File: src/rtl/window_feeder.sv
// window_feeder: drives the 3x3 window buffer from frame memory.
// The image is walked in a serpentine order starting at the bottom-left
// window. Each window is built with one shift command followed by 9 (fresh
// load) or 3 (incremental move) pixel transfers, and is then offered to the
// Sobel core until it is acknowledged.
module window_feeder #(
    parameter int IMG_W  = 16,
    parameter int IMG_H  = 16,
    parameter int ADDR_W = 16
) (
    input  logic                       clk,
    input  logic                       rst,
    input  logic                       start,
    output logic                       mem_ren,
    output logic [ADDR_W-1:0]          mem_addr,
    input  logic [7:0]                 mem_rdata,
    input  logic                       mem_rvalid,
    output logic                       start_shift,
    output logic [1:0]                 shift_direc,
    input  logic                       shift_done,
    output logic                       start_read,
    output logic [7:0]                 data_r,
    input  logic                       read_done,
    output logic                       win_valid,
    input  logic                       win_ack,
    output logic [$clog2(IMG_H)-1:0]   win_row,
    output logic [$clog2(IMG_W)-1:0]   win_col,
    output logic                       busy,
    output logic                       frame_done
);

    localparam int RW = $clog2(IMG_H);
    localparam int CW = $clog2(IMG_W);

    localparam logic [1:0] DIR_LOAD  = 2'b00;
    localparam logic [1:0] DIR_LEFT  = 2'b01;
    localparam logic [1:0] DIR_RIGHT = 2'b10;
    localparam logic [1:0] DIR_DOWN  = 2'b11;

    typedef enum logic [3:0] {
        IDLE, SHIFT, SHIFT_ACK, MEM_REQ, MEM_WAIT,
        PUSH, PUSH_ACK, PRESENT, NEXT, DONE
    } state_t;

    state_t          state, state_d;
    logic [RW-1:0]   row_q, row_d;
    logic [CW-1:0]   col_q, col_d;
    logic            right_q, right_d;     // horizontal travel direction
    logic [1:0]      direc_q, direc_d;
    logic [3:0]      cnt_q, cnt_d;         // pixel index within window
    logic            ack_seen;             // ack caught in the command cycle
    logic [3:0]      last_idx;
    logic            row_end;

    // Address of pixel k of the current window for a given shift direction.
    // Loads run bottom row first; column moves bring in one new column
    // bottom-up; a move up brings in the new top row left to right.
    function automatic logic [ADDR_W-1:0] pix_addr(
        input logic [1:0]    d,
        input logic [RW-1:0] ar,
        input logic [CW-1:0] ac,
        input logic [3:0]    k
    );
        logic [ADDR_W-1:0] row;
        logic [ADDR_W-1:0] col;
        logic [3:0]        kr;
        logic [3:0]        kc;
        kr  = k / 4'd3;
        kc  = k % 4'd3;
        row = ADDR_W'(ar) + ADDR_W'(2);
        col = ADDR_W'(ac);
        case (d)
            DIR_LOAD: begin
                row = row - ADDR_W'(kr);
                col = col + ADDR_W'(kc);
            end
            DIR_LEFT: begin
                row = row - ADDR_W'(k);
                col = col + ADDR_W'(2);
            end
            DIR_RIGHT: begin
                row = row - ADDR_W'(k);
            end
            default: begin
                row = ADDR_W'(ar);
                col = col + ADDR_W'(k);
            end
        endcase
        return row * ADDR_W'(IMG_W) + col;
    endfunction

    assign last_idx = (direc_q == DIR_LOAD) ? 4'd8 : 4'd2;
    assign row_end  = right_q ? (col_q == CW'(IMG_W - 3)) : (col_q == '0);

    // Command pulses and status are pure state decodes.
    assign mem_ren     = (state == MEM_REQ);
    assign start_shift = (state == SHIFT);
    assign start_read  = (state == PUSH);
    assign win_valid   = (state == PRESENT);
    assign frame_done  = (state == DONE);
    assign busy        = (state != IDLE) && (state != DONE);
    assign shift_direc = direc_q;
    assign win_row     = row_q;
    assign win_col     = col_q;

    // Next-state, anchor and direction selection.
    always_comb begin
        state_d = state;
        row_d   = row_q;
        col_d   = col_q;
        right_d = right_q;
        direc_d = direc_q;
        cnt_d   = cnt_q;
        case (state)
            IDLE: begin
                if (start) begin
                    state_d = SHIFT;
                    row_d   = RW'(IMG_H - 3);
                    col_d   = '0;
                    right_d = 1'b1;
                    direc_d = DIR_LOAD;
                    cnt_d   = '0;
                end
            end
            SHIFT:     state_d = SHIFT_ACK;
            SHIFT_ACK: begin
                if (shift_done || ack_seen) begin
                    state_d = MEM_REQ;
                    cnt_d   = '0;
                end
            end
            MEM_REQ:   state_d = MEM_WAIT;
            MEM_WAIT:  if (mem_rvalid) state_d = PUSH;
            PUSH:      state_d = PUSH_ACK;
            PUSH_ACK: begin
                if (read_done || ack_seen) begin
                    if (cnt_q == last_idx) begin
                        state_d = PRESENT;
                    end else begin
                        state_d = MEM_REQ;
                        cnt_d   = cnt_q + 4'd1;
                    end
                end
            end
            PRESENT:   if (win_ack) state_d = NEXT;
            NEXT: begin
                if (row_end) begin
                    if (row_q == '0) begin
                        state_d = DONE;
                    end else begin
                        state_d = SHIFT;
                        row_d   = row_q - RW'(1);
                        right_d = ~right_q;
                        direc_d = DIR_DOWN;
                    end
                end else if (right_q) begin
                    state_d = SHIFT;
                    col_d   = col_q + CW'(1);
                    direc_d = DIR_LEFT;
                end else begin
                    state_d = SHIFT;
                    col_d   = col_q - CW'(1);
                    direc_d = DIR_RIGHT;
                end
            end
            DONE:      state_d = IDLE;
            default:   state_d = IDLE;
        endcase
    end

    // State, anchor and pixel counter registers.
    always_ff @(posedge clk or posedge rst) begin
        if (rst) begin
            state   <= IDLE;
            row_q   <= '0;
            col_q   <= '0;
            right_q <= 1'b0;
            direc_q <= DIR_LOAD;
            cnt_q   <= '0;
        end else begin
            state   <= state_d;
            row_q   <= row_d;
            col_q   <= col_d;
            right_q <= right_d;
            direc_q <= direc_d;
            cnt_q   <= cnt_d;
        end
    end

    // Remember an acknowledge that arrives in the same cycle as its command.
    always_ff @(posedge clk or posedge rst) begin
        if (rst) begin
            ack_seen <= 1'b0;
        end else if (state == SHIFT) begin
            ack_seen <= shift_done;
        end else if (state == PUSH) begin
            ack_seen <= read_done;
        end
    end

    // Address is set up on entry to MEM_REQ and held through the transfer.
    always_ff @(posedge clk or posedge rst) begin
        if (rst) begin
            mem_addr <= '0;
        end else if (state_d == MEM_REQ) begin
            mem_addr <= pix_addr(direc_q, row_q, col_q, cnt_d);
        end
    end

    // Capture returning pixel; held stable for the buffer write.
    always_ff @(posedge clk or posedge rst) begin
        if (rst) begin
            data_r <= '0;
        end else if (state == MEM_WAIT && mem_rvalid) begin
            data_r <= mem_rdata;
        end
    end

endmodule

File: config.mk
export PLATFORM = sky130hd
export DESIGN_NAME = window_feeder
export DESIGN_NICKNAME = d
export VERILOG_FILES = /design/src/rtl/window_feeder.sv
export SDC_FILE = /design/constraint.sdc
export NUM_CORES = 1
export LEC_CHECK = 0
export ABC_AREA = 1
export CAP_MARGIN = 0
export CORE_UTILIZATION = 40
export CTS_CLUSTER_DIAMETER = 30
export DETAILED_ROUTE_END_ITERATION = 8
export GPL_TIMING_DRIVEN = 0
export PLACE_DENSITY = 0.62
export SYNTH_ARGS = -nofsm -noshare
export SYNTH_HDL_FRONTEND = slang
export SYNTH_SLANG_ARGS = --single-unit
File: constraint.sdc
create_clock -name clk -period 8.17 [get_ports clk]
set_clock_uncertainty 0.15 [all_clocks]
set_input_delay 2.0425 -clock clk [delete_from_list [all_inputs] [get_ports clk]]
set_output_delay 2.0425 -clock clk [all_outputs]
set_load 0.005 [all_outputs]
Yosys cells after proc, flatten, opt, wreduce, memory -nomap -nowiden

Cells that the tools add are included.
Widths: inputs -> output; s select.

$add $sub $neg: 11
Divide/modulo/power cells: 2
Equality and inequality tests: 20
Multiplexer cells: 39
Bitwise gates (word level): 1
Reductions and logical operators: 15

Operator list:

| operator            | count |
|---|---|
| $mux 4              | 18 |
| $pmux 4 s9          | 1 |
| $pmux 12 s2         | 1 |
| $add 16x16->16      | 1 |
| $eq 4x3->1 const B  | 4 |
| $mux 16             | 1 |
| $pmux 4 s2          | 2 |
| $pmux 5 s3          | 1 |
| $eq 4x2->1 const B  | 3 |
| $eq 4x4->1 const B  | 3 |
| $logic_not 4->1     | 3 |
| $mux 12             | 1 |
| $pmux 4 s3          | 1 |
| $sub 5x4->6         | 2 |
| $add 4x2->5 const B | 2 |
| $add 4x4->5         | 2 |
| $add 4x1->4 const B | 2 |
| $mux 2              | 4 |
| $ne 2x2->1 const B  | 4 |
| $sub 4x1->4 const B | 2 |
| $mux 1              | 6 |
| $reduce_and 3->1    | 2 |
| $div 4x2->4 const B | 1 |
| $eq 4x1->1 const B  | 1 |
| other kinds (17)    | 20 |

Register bits: 44
Input port bits: 15
Output and inout bits: 40
Logic and storage cells: 97

Logic depth before layout (Yosys ltp)

Gate-level depths: netlist (run 1).

Depth after elaboration: 11
Gate-level depth with buffers: 38
Depth with buffers taken out: 38

Worst setup path before layout (run 1)

No wires, ideal clock.

Path type: input port to flip-flop
Start point: in read_done
End point: reg mem_addr[9]
Setup time: 0.117 ns
Arrival: 5.870 ns
Required time: 7.903 ns
Slack: 2.033 ns
Stages on the path: 37
Path buffers: 0
Path through: inv_1 -> nand2_1 -> nand2_1 -> nand2_1 -> nand3_1 -> inv_1 -> nand2_1 -> nand3_4 -> nand2_4 -> inv_1 -> ha_1 -> inv_1 -> ha_1 -> or2_2 -> nand2_1 -> ha_1 -> inv_1 -> nand2_1 -> inv_1 -> nand3_2 -> nand2_1 -> xor2_1 -> ha_1 -> inv_1 -> fa_1 -> or2_2 -> nand2_1 -> a21oi_1 -> o22ai_1 -> ha_1 -> nand3_1 -> inv_1 -> and2_1 -> nand2_1 -> xnor2_1 -> nand2_1 -> nand2_1

Word-level cells in the longest chain between the ends: 8
Elaborated cells between the ends (all ways): 17
Classes of those cells: add/sub: 5; div: 2; eq/ne: 1; mux: 8; reduce/logical: 1

RTL lines:

| what                                              | RTL line | source |
|---|---|---|
| start, declared                                   | 23       | `input logic read_done,` |
| $logic_or 1x1->1 (*)                              | 136      | `if (read_done \|\| ack_seen) begin` |
| $mux 4 (*)                                        | 136      |  |
| $pmux 4 s3 (*)                                    | 114      | `case (state)` |
| via cnt_d[2]                                      | 50       | `logic [3:0] cnt_q, cnt_d;` |
| $div 4x2->4 / $mod 4x2->4 (equally long branches) | 68, 69   |  |
| $sub 5x4->6 / $add 4x4->5 (equally long branches) | 74, 75   |  |
| $pmux 12 s2 / $pmux 5 s3 (equally long branches)  | 72       | `case (d)` |
| $mux 12 / $mux 16 (equally long branches)         | 205      | `end else if (state_d == MEM_REQ) begin` |
| $add 16x16->16 (*)                                | 89       | `return row * ADDR_W'(IMG_W) + col;` |
| end signal, assigned                              | 206      | `mem_addr <= pix_addr(direc_q, row_q, col_q, cnt_d);` |
| end, declared                                     | 15       | `output logic [ADDR_W-1:0] mem_addr,` |

Mark *: on every way through the listed nets, which the timed path passes. The rest lies on a longest branch. The select of a mux whose other input is x is not followed.
A chain may end at the register's enable or synchronous reset.

Worst setup path in the final report (run 1)

Ends and elaborated chain as after synthesis.

==> impl_metrics.py, run 1 <==
metrics = {
    "status": {
        "outcome": "completed",
    },
    "synthesis": {
        "yosysSeqAreaShare_pct": 34.4,
        "synth.avg_cell_area_um2": 7.64,
        "synthesis.nets": 453,
        "ys_types": 38,
        "synthCells": 409,
        "synth_warnings": 0,
        "ys_seq_elements": 43,
        "syn_area_um2": 3130,
    },
    "layout": {
        "syn_to_final_growth_pct": 25.1,
        "antenna-diode-count": 0,
        "final_common_cell": "nand2_1",
        "ff_latch_area_um2": 1080,
        "final_cell_mix": "109 x nand2_1, 57 x inv_1, 54 x clkdlybuf4s50_1, 43 x dfrtp_1, 29 x nand3_1",
        "drive_gt1_share_pct": 11.0,
        "multi_input_area_um2": 1790,
        "fill_cells": 712,
        "fin_nets": 515,
        "final_area_um2": 3910,
    },
    "power": {
        "swShare_pct": 40.6,
        "power_density_nw_per_um2": 270,
        "ir_drop_mv": 0.135,
        "p_int_mw": 0.628,
        "pwr-share-comb_pct": 52.2,
        "switching_power_mw": 0.429,
        "seq_power_share_pct": 34.0,
        "p_clk_share_pct": 13.8,
        "p_leak_nw": 1.93,
    },
    "cts": {
        "clk_pin_slew_worst_paths_ns": 0.08,
        "numCtsBuffers": 5,
        "clk_latency_ns": 0.30,
        "post-cts-setup-buffers": 0,
        "cts_buffer_depth": 2,
        "cts_tree": "yes",
        "cts_hold_buf": 0,
        "post_cts_resized": 0,
        "htree_levels": 2,
        "cts_sinks": 43,
        "clock_tree.root_cell": "clkbuf_8",
    },
    "timing": {
        "final_max_slew_viol_count": 0,
        "slew_headroom_pct": 53.3,
        "period_share_pct": 84.0,
        "min_period_ns": 6.87,
        "hold_ws_ns": 0.335,
        "setup_viol": 0,
        "hold_viol": 0,
        "tns_ns": 0,
        "fmax_mhz": 146,
        "worst_slew_pin_slew_ns": 0.694,
        "rsz0062_at_grt": "false",
    },
    "critical_path": {
        "cp.required_ns": 8.21,
        "critPathKind": "in2reg",
        "startpoint_type": "input port",
        "critPathSlowestCell": "clkdlybuf4s50_1",
        "end_kind": "register",
        "slowest_delay_ns": 0.50,
        "startpoint": "read_done",
        "critPathMostFrequentCell": "nand2_1",
        "r2r-start": "shift_direc[0]$_DFFE_PP0P_",
        "critPathMaxFanout": 8,
        "worst_ep_arrival_time_ns": 6.91,
    },
    "die": {
        "fp.coreArea_um2": 7410,
        "dieArea_um2": 8170,
        "rows": 31,
        "die_h_um": 90.4,
        "initial_core_util_pct": 42.2,
        "die_w_um": 90.4,
        "ios": 55,
    },
    "placement": {
        "dp_hpwl_um": 5560,
        "io_buffers": 54,
        "gp_congestion": 0.841,
        "place_area_um2": 3810,
    },
    "global_route": {
        "grt_start_max_net_pins": 37,
        "grt_overflow": 0,
        "antenna_found_initial": 0,
        "grt_pass1_vias": 2742,
        "grt_usage_pct": 18.9,
        "grt_pass1_wl_um": 12500,
    },
    "routing": {
        "via_per_inst": 4.88,
        "drt_pass1_iterations": 4,
        "vias": 2785,
        "drt_iter0_markers": 172,
        "finalWirelength_um": 7060,
        "drt_drc_violations_left": 0,
        "antenna_left": 0,
        "post_drt_wl_per_cell_um": 12.4,
    },
    "run": {
        "maxCapViolCount": 0,
    },
    "hold_path": {
        "holdCritStartpoint": "mem_addr[14]$_DFFE_PP0N_",
        "min-delay-path-class": "reg2reg",
    },
}
power by group through the flow:
stage          Combinational (mW)  Clock [mW]  Sequential, mW
2_1_floorplan               0.327           0           0.356
3_3_place_gp                0.549           0           0.362
3_5_place_dp                0.556           0           0.364
4_1_cts                     0.559       0.151           0.360
5_1_grt                     0.625       0.160           0.373
6_report                    0.552       0.146           0.360
critical path, delay by kind of cell:
kind,cells,cell delay (ns)
buffers and inverters,9,0.94
xor gates and xnor gates,2,0.29
adders and majority gates,6,1.28
AOI/OAI and AO/OA,2,0.20
and+or+nand+nor,19,2.14
cell usage after synthesis:
master,instances,area share (%)
nand3_4,2,1.1
o21ai_0,22,3.5
nand3_2,5,1.6
o21a_1,1,0.24
nor4_1,2,0.40
nand4_1,3,0.60
o2111ai_1,2,0.56
xnor2_1,4,1.1
ha_1,26,10
and2_1,1,0.20
nand2_1,109,13
nand2_2,10,2.0
dfrtp_1,43,34
inv_1,58,7.0
nor2_1,25,3.0
clkbuf_1,2,0.24
nand2_4,1,0.36
o22ai_1,5,1.0
buf_2,1,0.16
buf_4,1,0.24
inv_2,3,0.36
a32o_1,1,0.32
o31ai_1,7,1.7
fa_1,3,1.9
mux2_2,8,2.9
o21ai_1,1,0.16
or2_2,5,1.0
a21oi_1,11,1.8
nor3_1,4,0.64
nor2_2,2,0.40
clkinv_2,1,0.16
a221oi_1,1,0.28
inv_4,1,0.20
clkinv_1,1,0.12
nand3_1,29,4.6
a31oi_1,2,0.40
xor2_1,4,1.1
nor2_4,2,0.72
final cells by class:
type / instances / area share [%]
multi-input cells: 298 / 45.7
flip-flops and latches: 43 / 27.5
repair buffers: 55 / 14.3
inverters: 64 / 6.24
well taps: 99 / 3.17
clock buffers: 6 / 2.11
plain buffers: 4 / 0.512
clock inverters: 2 / 0.416
layer usage:
metal | vias up | GRT usage, % | part of all wire (%)
li1 | 1446 | - | -
met1 | 1289 | 24.6 | 49
met2 | 43 | 32.3 | 47
met3 | 7 | 2.86 | 2.4
met4 | 0 | 5.24 | 1.3
met5 | - | 0 | 0
sequential cells by signal, summed over array words and instances (netlist names):
| register | count |
|---|---|
| shift_direc | 2 |
| win_col | 4 |
| win_row | 4 |
| cnt_q | 4 |
| state | 4 |
| right_q | 1 |
| mem_addr | 15 |
| data_r | 8 |
| ack_seen | 1 |
final timing paths:
| path | endpoint | slack (ns) | cells past startpoint |
|---|---|---|---|
| min in group asynchronous | data_r[2]$_DFFE_PP0P_ | 1.80 | 2 |
| setup / recovery | mem_addr[9]$_DFFE_PP0N_ | 1.30 | 38 |
| hold reg to reg | mem_addr[14]$_DFFE_PP0N_ | 0.34 | 2 |
| hold / removal | mem_addr[14]$_DFFE_PP0N_ | 0.34 | 2 |
| setup reg to reg | mem_addr[9]$_DFFE_PP0N_ | 2.78 | 37 |
| max in group asynchronous | mem_addr[5]$_DFFE_PP0N_ | 5.62 | 3 |
cells by family after synthesis:
group,count (synthesis),synth area share [%]
xor gates and xnor gates,8,2.24
muxes,8,2.88
adders and majority gates,29,12.3
buffers and inverters,68,8.44
AOI/OAI and AO/OA,53,9.92
and+or+nand+nor,200,29.8
DFF,43,34.4
through the flow:
| stage | std cells | util [%] | total power, mW | worst slack [ns] |
|---|---|---|---|---|
| floorplan | 409 | - | 0.684 | 2.03 |
| global placement | 562 | 51.2 | 0.910 | 1.05 |
| detailed placement | 563 | 51.4 | 0.920 | 1.01 |
| CTS | 571 | 52.8 | 1.07 | 1.31 |
| global route | 571 | 52.8 | 1.16 | 0.837 |
| finish | 571 | 52.8 | 1.06 | 1.30 |
Power figures use the tool's default switching activity.
==> run 2, diff against run 1 <==
--- a/config.mk
+++ b/config.mk
@@ -11,7 +11,7 @@
 export CTS_CLUSTER_DIAMETER = 30
 export DETAILED_ROUTE_END_ITERATION = 8
 export GPL_TIMING_DRIVEN = 0
-export PLACE_DENSITY = 0.62
+export PLACE_DENSITY = 0.65
 export SYNTH_ARGS = -nofsm -noshare
 export SYNTH_HDL_FRONTEND = slang
 export SYNTH_SLANG_ARGS = --single-unit
==> constraint.sdc (replaced) <==
create_clock -name clk -period 6 [get_ports clk]
set_clock_uncertainty 0.15 [all_clocks]
set_input_delay 1.5 -clock clk [delete_from_list [all_inputs] [get_ports clk]]
set_output_delay 1.5 -clock clk [all_outputs]
set_load 0.005 [all_outputs]
==> run 2 against run 1 <==
Clock power up 49%. Global-route usage shrank 0.24 points. Worst setup slack lost 0.99 ns. Count of clock-buffer cells in the layout unchanged. Critical path depth is 3 lower. Critical path type unchanged. Critical endpoint unchanged.
==> impl_metrics.py, run 2 (synthesis gave the netlist of run 1 again) <==
metrics = {
    "status": {
        "outcome": "completed",
    },
    "critical_path": {
        "critPathKind": "in2reg",
        "rr_endpoint": "mem_addr[9]$_DFFE_PP0N_",
        "critPathMaxFanout": 5,
        "r2r_cells": 37,
        "cp.required_ns": 6.04,
        "critPathMostFrequentCell": "inv_1",
        "r2r_setup_slack_ns": 0.84,
        "end_kind": "register",
        "slowest_delay_ns": 0.35,
        "startpoint": "shift_done",
        "startpoint_type": "input port",
        "r2r-start": "shift_direc[0]$_DFFE_PP0P_",
        "critPathSlowestCell": "fa_2",
        "worst_ep_arrival_time_ns": 5.73,
    },
    "die": {
        "die_h_um": 90.4,
        "dieArea_um2": 8170,
        "ios": 55,
        "fp.coreArea_um2": 7410,
        "initial_core_util_pct": 42.2,
        "die_w_um": 90.4,
        "rows": 31,
    },
    "routing": {
        "drt_iter0_markers": 121,
        "post_drt_wl_per_cell_um": 12.5,
        "vias": 2867,
        "antenna_left": 0,
        "drt_pass1_iterations": 4,
        "finalWirelength_um": 7240,
        "via_per_inst": 4.96,
        "drt_drc_violations_left": 0,
    },
    "placement": {
        "dpl.cell_count": 563,
        "gp_congestion": 0.831,
        "dp_hpwl_um": 5600,
        "io_buffers": 54,
        "dpl_worst_slack_ns": -0.633,
    },
    "global_route": {
        "grt_start_max_net_pins": 41,
        "grt_overflow": 0,
        "grt_pass1_vias": 2813,
        "antenna_found_initial": 0,
        "grt_usage_pct": 18.6,
        "grt_pass1_wl_um": 12500,
    },
    "timing": {
        "setup_viol": 0,
        "slew_headroom_pct": 60.8,
        "min_period_ns": 5.69,
        "final_max_slew_viol_count": 0,
        "tns_ns": 0,
        "worst_slew_pin_slew_ns": 0.583,
        "hold_viol": 0,
        "period_share_pct": 94.8,
        "hold_ws_ns": 0.337,
        "fmax_mhz": 176,
        "setup_slack_ns": 0.311,
    },
    "layout": {
        "regMostFlops": "mem_addr",
        "fin_nets": 523,
        "antenna-diode-count": 0,
        "final_core_util_pct": 54.6,
        "stdcell_count": 578,
        "final_cell_mix": "104 x nand2_1, 54 x inv_1, 51 x clkdlybuf4s50_1, 43 x dfrtp_1, 27 x nand3_1",
        "top_regs": "mem_addr (15), data_r (8)",
        "syn_to_final_growth_pct": 29.4,
        "largest_reg_flops": 15,
        "drive_gt1_share_pct": 16.1,
        "final_common_cell": "nand2_1",
    },
    "cts": {
        "htree_levels": 2,
        "cts_sinks": 43,
        "clock_tree.root_cell": "clkbuf_8",
        "numCtsBuffers": 5,
        "clk_pin_slew_worst_paths_ns": 0.08,
        "cts_tree": "yes",
        "clk_latency_ns": 0.29,
        "cts_buffer_depth": 2,
    },
    "power": {
        "swShare_pct": 39.8,
        "power_density_nw_per_um2": 367,
        "p_leak_nw": 1.99,
        "p_int_mw": 0.893,
        "switching_power_mw": 0.591,
        "p_clk_share_pct": 14.7,
        "pwr-share-comb_pct": 52.1,
        "seq_power_share_pct": 33.2,
        "ir_drop_mv": 0.188,
    },
    "hold_path": {
        "hold_path_end": "mem_addr[9]$_DFFE_PP0N_",
        "holdCritStartpoint": "mem_addr[9]$_DFFE_PP0N_",
        "worstHoldPathCells": 2,
        "min-delay-path-class": "reg2reg",
    },
    "run": {
        "maxCapViolCount": 0,
    },
}
==> run 2: cell count changes in the layout (fill, tap and decap cells not counted), moves of 2 or more <==
| cell | before | now |
|---|---|---|
| clkdlybuf4s50_1 | 54 | 51 |
| inv_2 | 4 | 7 |
| nand3_2 | 5 | 7 |
| inv_1 | 57 | 54 |
| nand3_1 | 29 | 27 |
| buf_4 | 1 | 9 |
| ha_1 | 26 | 21 |
| ha_2 | 0 | 4 |
| nand2_4 | 1 | 4 |
| nand2_1 | 109 | 104 |
| nand2_2 | 10 | 12 |
==> run 2: power groups by stage <==
| stage | Clock (mW) | Combinational (mW) | Sequential, mW |
|---|---|---|---|
| floorplan | 0 | 0.446 | 0.485 |
| global placement | 0 | 0.747 | 0.492 |
| detailed placement | 0 | 0.759 | 0.497 |
| CTS | 0.224 | 0.768 | 0.493 |
| global route | 0.237 | 0.874 | 0.507 |
| finish | 0.218 | 0.774 | 0.492 |
==> run 2: area by class of cell <==
| cell class | instances | area (µm²) |
|---|---|---|
| sequential | 43 | 1080 |
| tap | 99 | 124 |
| clock inverter | 1 | 30.0 |
| buffer | 4 | 20.0 |
| fill | 708 | 3360 |
| multi-input combinational | 298 | 1860 |
| clock buffer | 6 | 72.6 |
| timing repair buffer | 63 | 617 |
| inverter | 64 | 244 |
==> run 2: how the worst max path moves through the flow <==
stage | to | slack (ns) | depth (start not counted)
global route | mem_addr[9]$_DFFE_PP0N_ | -0.03 | 38
floorplan | mem_addr[9]$_DFFE_PP0N_ | 0.41 | 37
detailed placement | mem_addr[9]$_DFFE_PP0N_ | -0.63 | 38
finish | mem_addr[9]$_DFFE_PP0N_ | 0.31 | 35
CTS | mem_addr[9]$_DFFE_PP0N_ | 0.007 | 35
global placement | mem_addr[9]$_DFFE_PP0N_ | -0.56 | 38
==> run 2: what timing repair did <==
item | CTS | global route
pin swaps | 3 | 8
setup buffers | 2 | 6
hold buffers | 0 | 0
endpoints found under the setup margin | 10 | 10
gates resized for setup | 9 | 20
==> run 2: per-layer routing <==
metal	wire length (µm)	GRT usage, %	vias up	part of all wire [%]
li1	-	-	1460	-
met1	3360	23.9	1373	46
met2	3650	33.0	30	50
met3	172	2.44	4	2.4
met4	58	4.70	0	0.80
met5	0	0	-	0
==> run 2: through the flow <==
step	power (mW)	cell area [µm²]
floorplan	0.931	3130
global placement	1.24	3790
detailed placement	1.26	3810
CTS	1.49	3950
global route	1.62	4050
finish	1.48	4050
==> run 2: worst max-delay path, delay by kind of cell <==
family                   cells  cell delay, ns
adder cells (fa/ha/maj)      6            1.25
XOR/XNOR                     2            0.27
buffers and inverters        8            0.67
AND/OR/NAND/NOR             17            1.80
AO/OA/AOI/OAI                2            0.22
==> run 3, diff against run 2 <==
--- a/config.mk
+++ b/config.mk
@@ -6,9 +6,10 @@
 export NUM_CORES = 1
 export LEC_CHECK = 0
 export ABC_AREA = 1
-export CAP_MARGIN = 0
+export CAP_MARGIN = 10
 export CORE_UTILIZATION = 40
 export CTS_CLUSTER_DIAMETER = 30
+export CTS_CLUSTER_SIZE = 20
 export DETAILED_ROUTE_END_ITERATION = 8
 export GPL_TIMING_DRIVEN = 0
 export PLACE_DENSITY = 0.65
==> results of run 3 <==
The final DEF is identical to that of run 2; final timing and power are the same.
